==> config.mk <==
export PLATFORM = sky130hd
export DESIGN_NAME = cache_mem_arbiter
export DESIGN_NICKNAME = d
export VERILOG_FILES = /design/src/rtl/cache_arb_pkg.sv /design/src/rtl/cache_mem_arbiter_rr_arb2.sv /design/src/rtl/cache_mem_arbiter.sv
export SDC_FILE = /design/constraint.sdc
export NUM_CORES = 1
export LEC_CHECK = 0
export ABC_CLOCK_PERIOD_IN_PS = 2590
export CAP_MARGIN = 20
export CORE_AREA = 2 2 360 362
export CTS_CLUSTER_DIAMETER = 30
export DETAILED_ROUTE_END_ITERATION = 7
export DIE_AREA = 0 0 362 364
export PLACE_DENSITY = 0.3
export SKIP_CTS_REPAIR_TIMING = 1
export SYNTH_ARGS = -nofsm -noshare
export SYNTH_HDL_FRONTEND = slang
export SYNTH_SLANG_ARGS = --single-unit
==> constraint.sdc <==
create_clock -name clk -period 2.59 [get_ports clk]
set_input_delay 0.3885 -clock clk [delete_from_list [all_inputs] [get_ports clk]]
set_output_delay 0.3885 -clock clk [all_outputs]
set_load 0.005 [all_outputs]
==> src/rtl/cache_arb_pkg.sv <==
// Shared types and default widths for the two-master cache memory arbiter.
// Imported by the round-robin picker and the arbiter top level.
package cache_arb_pkg;

  localparam int ARB_ADDR_W = 26;
  localparam int ARB_DATA_W = 128;
  localparam int ARB_BE_W   = 4;

  typedef enum logic [1:0] {
    IDLE  = 2'd0,
    CMD   = 2'd1,
    RDATA = 2'd2
  } arb_state_t;

  typedef logic master_id_t;

endpackage : cache_arb_pkg

==> src/rtl/cache_mem_arbiter_rr_arb2.sv <==
// Combinational two-way round-robin pick: a lone requester wins, and on a tie
// the master that was not served last wins.
module rr_arb2
  import cache_arb_pkg::*;
(
  input  logic [1:0]  req,
  input  master_id_t  last,
  output logic        gnt_valid,
  output master_id_t  gnt_id
);

  assign gnt_valid = |req;
  assign gnt_id    = (&req) ? ~last : req[1];

endmodule : rr_arb2

==> src/rtl/cache_mem_arbiter.sv <==
// Shares one line-fill/write-back memory port between the I-cache (master 0)
// and D-cache (master 1); one transaction in flight, grant held to completion.
module cache_mem_arbiter
  import cache_arb_pkg::*;
#(
  parameter int ADDR_W = ARB_ADDR_W,
  parameter int DATA_W = ARB_DATA_W,
  parameter int BE_W   = ARB_BE_W
) (
  input  logic              clk,
  input  logic              rst,

  input  logic [ADDR_W-1:0] i_c0_addr,
  input  logic [BE_W-1:0]   i_c0_byte_en,
  input  logic [DATA_W-1:0] i_c0_writedata,
  input  logic              i_c0_read,
  input  logic              i_c0_write,
  output logic [DATA_W-1:0] o_c0_readdata,
  output logic              o_c0_readdata_valid,
  output logic              o_c0_waitrequest,

  input  logic [ADDR_W-1:0] i_c1_addr,
  input  logic [BE_W-1:0]   i_c1_byte_en,
  input  logic [DATA_W-1:0] i_c1_writedata,
  input  logic              i_c1_read,
  input  logic              i_c1_write,
  output logic [DATA_W-1:0] o_c1_readdata,
  output logic              o_c1_readdata_valid,
  output logic              o_c1_waitrequest,

  output logic [ADDR_W-1:0] o_m_addr,
  output logic [BE_W-1:0]   o_m_byte_en,
  output logic [DATA_W-1:0] o_m_writedata,
  output logic              o_m_read,
  output logic              o_m_write,
  input  logic [DATA_W-1:0] i_m_readdata,
  input  logic              i_m_readdata_valid,
  input  logic              i_m_waitrequest,

  output logic [31:0]       o_grant_cnt0,
  output logic [31:0]       o_grant_cnt1,
  output logic              o_proto_err
);

  arb_state_t  state_q, state_d;
  master_id_t  gnt_q, gnt_d;
  master_id_t  last_q, last_d;
  logic [31:0] cnt0_q, cnt0_d;
  logic [31:0] cnt1_q, cnt1_d;
  logic        perr_q, perr_d;

  logic [1:0]  req;
  logic        arb_valid;
  master_id_t  arb_id;
  logic        sel_read;
  logic        sel_write;
  logic        accept;

  assign req = {i_c1_read | i_c1_write, i_c0_read | i_c0_write};

  rr_arb2 u_rr_arb2 (
    .req       (req),
    .last      (last_q),
    .gnt_valid (arb_valid),
    .gnt_id    (arb_id)
  );

  // A read+write collision from the granted master is serviced as a write.
  assign sel_write = gnt_q ? i_c1_write : i_c0_write;
  assign sel_read  = (gnt_q ? i_c1_read : i_c0_read) & ~sel_write;
  assign accept    = (state_q == CMD) & (sel_read | sel_write) & ~i_m_waitrequest;

  // Read data is broadcast; only the valid strobe is steered to its owner.
  assign o_c0_readdata = i_m_readdata;
  assign o_c1_readdata = i_m_readdata;

  assign o_m_addr      = gnt_q ? i_c1_addr      : i_c0_addr;
  assign o_m_byte_en   = gnt_q ? i_c1_byte_en   : i_c0_byte_en;
  assign o_m_writedata = gnt_q ? i_c1_writedata : i_c0_writedata;

  assign o_grant_cnt0 = cnt0_q;
  assign o_grant_cnt1 = cnt1_q;
  assign o_proto_err  = perr_q;

  always_comb begin
    // NOTE: every output of this block gets a default first so no latch is inferred.
    state_d             = state_q;
    gnt_d               = gnt_q;
    last_d              = last_q;
    cnt0_d              = cnt0_q;
    cnt1_d              = cnt1_q;
    perr_d              = perr_q | (i_c0_read & i_c0_write) | (i_c1_read & i_c1_write);
    o_c0_waitrequest    = 1'b1;
    o_c1_waitrequest    = 1'b1;
    o_c0_readdata_valid = 1'b0;
    o_c1_readdata_valid = 1'b0;
    o_m_read            = 1'b0;
    o_m_write           = 1'b0;

    unique case (state_q)
      IDLE: begin
        if (arb_valid) begin
          gnt_d   = arb_id;
          state_d = CMD;
          if (arb_id) cnt1_d = cnt1_q + 32'd1;
          else        cnt0_d = cnt0_q + 32'd1;
        end
      end

      CMD: begin
        o_m_read  = sel_read;
        o_m_write = sel_write;
        if (gnt_q) o_c1_waitrequest = i_m_waitrequest;
        else       o_c0_waitrequest = i_m_waitrequest;
        if (accept) begin
          if (sel_write) begin
            last_d  = gnt_q;
            state_d = IDLE;
          end else begin
            state_d = RDATA;
          end
        end
      end

      RDATA: begin
        if (gnt_q) o_c1_readdata_valid = i_m_readdata_valid;
        else       o_c0_readdata_valid = i_m_readdata_valid;
        if (i_m_readdata_valid) begin
          last_d  = gnt_q;
          state_d = IDLE;
        end
      end

      default: state_d = IDLE;
    endcase
  end

  always_ff @(posedge clk) begin
    // NOTE: state registers use non-blocking assignments so all of them update together on the edge.
    if (rst) begin
      state_q <= IDLE;
      gnt_q   <= 1'b0;
      last_q  <= 1'b1;
      cnt0_q  <= '0;
      cnt1_q  <= '0;
      perr_q  <= 1'b0;
    end else begin
      state_q <= state_d;
      gnt_q   <= gnt_d;
      last_q  <= last_d;
      cnt0_q  <= cnt0_d;
      cnt1_q  <= cnt1_d;
      perr_q  <= perr_d;
    end
  end

endmodule : cache_mem_arbiter

==> impl_results.md <==
- Worst slew pin tran: 0.6221 ns
- Top_reg_cell synth: dfxtp_1
- Peak Freq: 393.1 MHz
- Post-layout nets: 1,592
- Initial DRC Count: 236
- Kind of critical path: flip-flop to output port
- Synthesis Warnings: 0
- Cell Area, Synth: 0.007101 mm²
- WL final: 65,170 µm
- Status: finished clean
- Combined area of the multi-input logic cells: 0.003575 mm²
- Io pins: 937
- CP Max Fanout: 20
- Element type at the critical path end: output port
- Switching Share: 0.3153
- Slew headroom: 0.5837
- Syn avg cell area: 8.596 µm²
- Sequential share of power: 0.256
- GR Util All Layers: 0.09217
- Post-synthesis cell count: 826
- Layout cell share with drive strength beyond 1: 0.2353
- Net Sw Power: 1.344 mW
- Slew Limit Fails: 0
- CTS tree: done
- HP Class: input pin to flip-flop
- Clock buffer count from CTS: 9
- CTS sink count: 69
- Rows: 132
- Final setup vio count: 0
- Mapped Nets: 1,280
- Fillers: 14,830
- DRT antenna net count: 0
- Async set or reset register ratio after synthesis: 0
- Hold Vio Cnt, Final: 0
- Internal power: 2.919 mW
- Initial antenna violation count: 7
- Post-DP HPWL: 59,090 µm
- Die Span Y: 364 µm
- Synth unique cells: 43
- Comb power frac: 0.437
- Die area: 0.1318 mm²
- WP data required: 2.20 ns
- MaxCap Viol Count: 0
- Pin count of the biggest net entering global routing: 27
- Starting Density: 0.05533
- Commonest non-fill, non-tap cells in the layout: clkdlybuf4s50_1 (504), mux2_2 (158), buf_4 (71)
- Via count: 7,132
- Number of detailed-route iterations in the first pass: 5
- Ratio of final minimum period to clock period: 0.9821
- Area delta synth->final: 87.37%
- IO buf count: 552
- Vias per cell: 2.528
- VDD IR-drop max: 231.2 µV
- Skew-Pair Late Insertion Delay: 0.35 ns
- DRC errors left: 0
- PD cells: 320.4 mW/mm²
- First-pass GRT wire length: 78,540 µm
- Clk pwr share: 0.307
- Clock slew at reported path FFs: 0.07 ns
- Worst Hold Slack: 0.5047 ns
- CTS max path bufs: 2
- DIE WIDTH: 362 µm
- Commonest non-fill, non-tap cell in the layout: clkdlybuf4s50_1
- Synth Register Bits: 69
- Startpoint Class: flip-flop
- Vias in the first global route: 7,469
- Sequential share of the synthesized area: 0.1945
- Leakage: 4.174 nW
- H-tree depth: 3
- WL per Instance: 23.10 µm
- Min cycle time layout: 2.544 ns
- Register area: 0.001385 mm²
- Grt ovf: 0
- GPL Wtd Cong: 0.7473
- Core area: 0.1283 mm²
- Post-synth EDFFs: 0
- CTS root buf: clkbuf_16
- Worst clock skew: 0.01229 ns
- CP arrival: 2.16 ns
- Overall power: 4.263 mW
## cells by family after synthesis
logic type	synth area share
AOI/OAI and AO/OA	0.02908
and+or+nand+nor	0.1540
adders and majority gates	0.003524
muxes	0.2576
DFF	0.1945
xor gates and xnor gates	0.05921
buffers and inverters	0.3020
## metal layers
layer  vias to the layer above  share of wire  wire length [µm]  global-route usage
li1                       3205              -                 -                   -
met1                      3218           0.37             24140             0.09816
met2                       615           0.45             29650              0.1471
met3                        90           0.16             10100             0.06462
met4                         4          0.017              1130             0.02141
met5                         -         0.0022               142            0.006899
## synth_stat cells (all sizes together), types with 11 or more instances
cell / count / share of area
nor4: 15 / 0.018
or3: 15 / 0.013
inv: 14 / 0.0074
xnor2: 30 / 0.037
buf: 270 / 0.28
nand4: 21 / 0.019
mux2: 158 / 0.25
dfxtp: 69 / 0.19
xor2: 18 / 0.022
clkbuf: 22 / 0.012
nor3: 14 / 0.011
nand2: 18 / 0.0095
and4: 11 / 0.014
o21ai: 14 / 0.0099
nand3: 21 / 0.015
nor2: 63 / 0.033
a21oi: 17 / 0.012
## layout make-up
class | instances | share of cell area
tap | 1675 | 0.1575
antenna | 3 | 0.0005643
clock inverter | 5 | 0.004514
inverter | 14 | 0.003950
timing repair buffer | 593 | 0.4424
sequential | 69 | 0.1041
multi-input combinational | 451 | 0.2687
clock buffer | 11 | 0.01825
## flip-flops by register name, summed over array words and instances, names as in the netlist
register and cells:
gnt_q 1, last_q 1, o_grant_cnt0 32, o_grant_cnt1 32, o_proto_err 1, state_q 2
## critical path: stages (launching register included)
cell and delay (ns):
dfxtp_4 0.40, buf_12 0.17, buf_12 0.20, mux2_2 0.36
clkdlybuf4s50_1 0.61
## power by group through the flow
stage	combinational, mW	sequential, mW	clock (mW)
2_1_floorplan	0.727	1.11	0
3_3_place_gp	1.94	1.13	0
3_5_place_dp	1.94	1.13	0
4_1_cts	1.96	1.11	1.37
5_1_grt	2.03	1.09	1.40
6_report	1.86	1.09	1.31
## final timing paths
| path | from | to | slack, ns | depth (start not counted) |
|---|---|---|---|---|
| max | gnt_q$_SDFFE_PP0P_ | o_m_writedata[58] | 0.05 | 4 |
| min reg2reg | o_grant_cnt1[31]$_SDFFE_PP0P_ | o_grant_cnt1[31]$_SDFFE_PP0P_ | 0.51 | 2 |
| min | rst | o_grant_cnt0[19]$_SDFFE_PP0P_ | 0.50 | 2 |
| max reg2reg | state_q[0]$_SDFFE_PP0P_ | o_grant_cnt0[31]$_SDFFE_PP0P_ | 0.46 | 7 |
## stage by stage
step | utilization | cell area [µm²] | setup TNS (ns) | setup WS (ns) | cells
finish | 0.1037 | 13300 | 0 | 0.04634 | 2821
floorplan | - | 7101 | 0 | 0.7105 | 826
global route | 0.1036 | 13300 | -0.0003229 | -0.0003229 | 2819
global placement | 0.1008 | 12930 | 0 | 0.07130 | 2800
CTS | 0.1031 | 13230 | -11.74 | -0.1970 | 2816
detailed placement | 0.1008 | 12930 | 0 | 0.04263 | 2800
No activity file was read; power rests on OpenSTA's default activity.
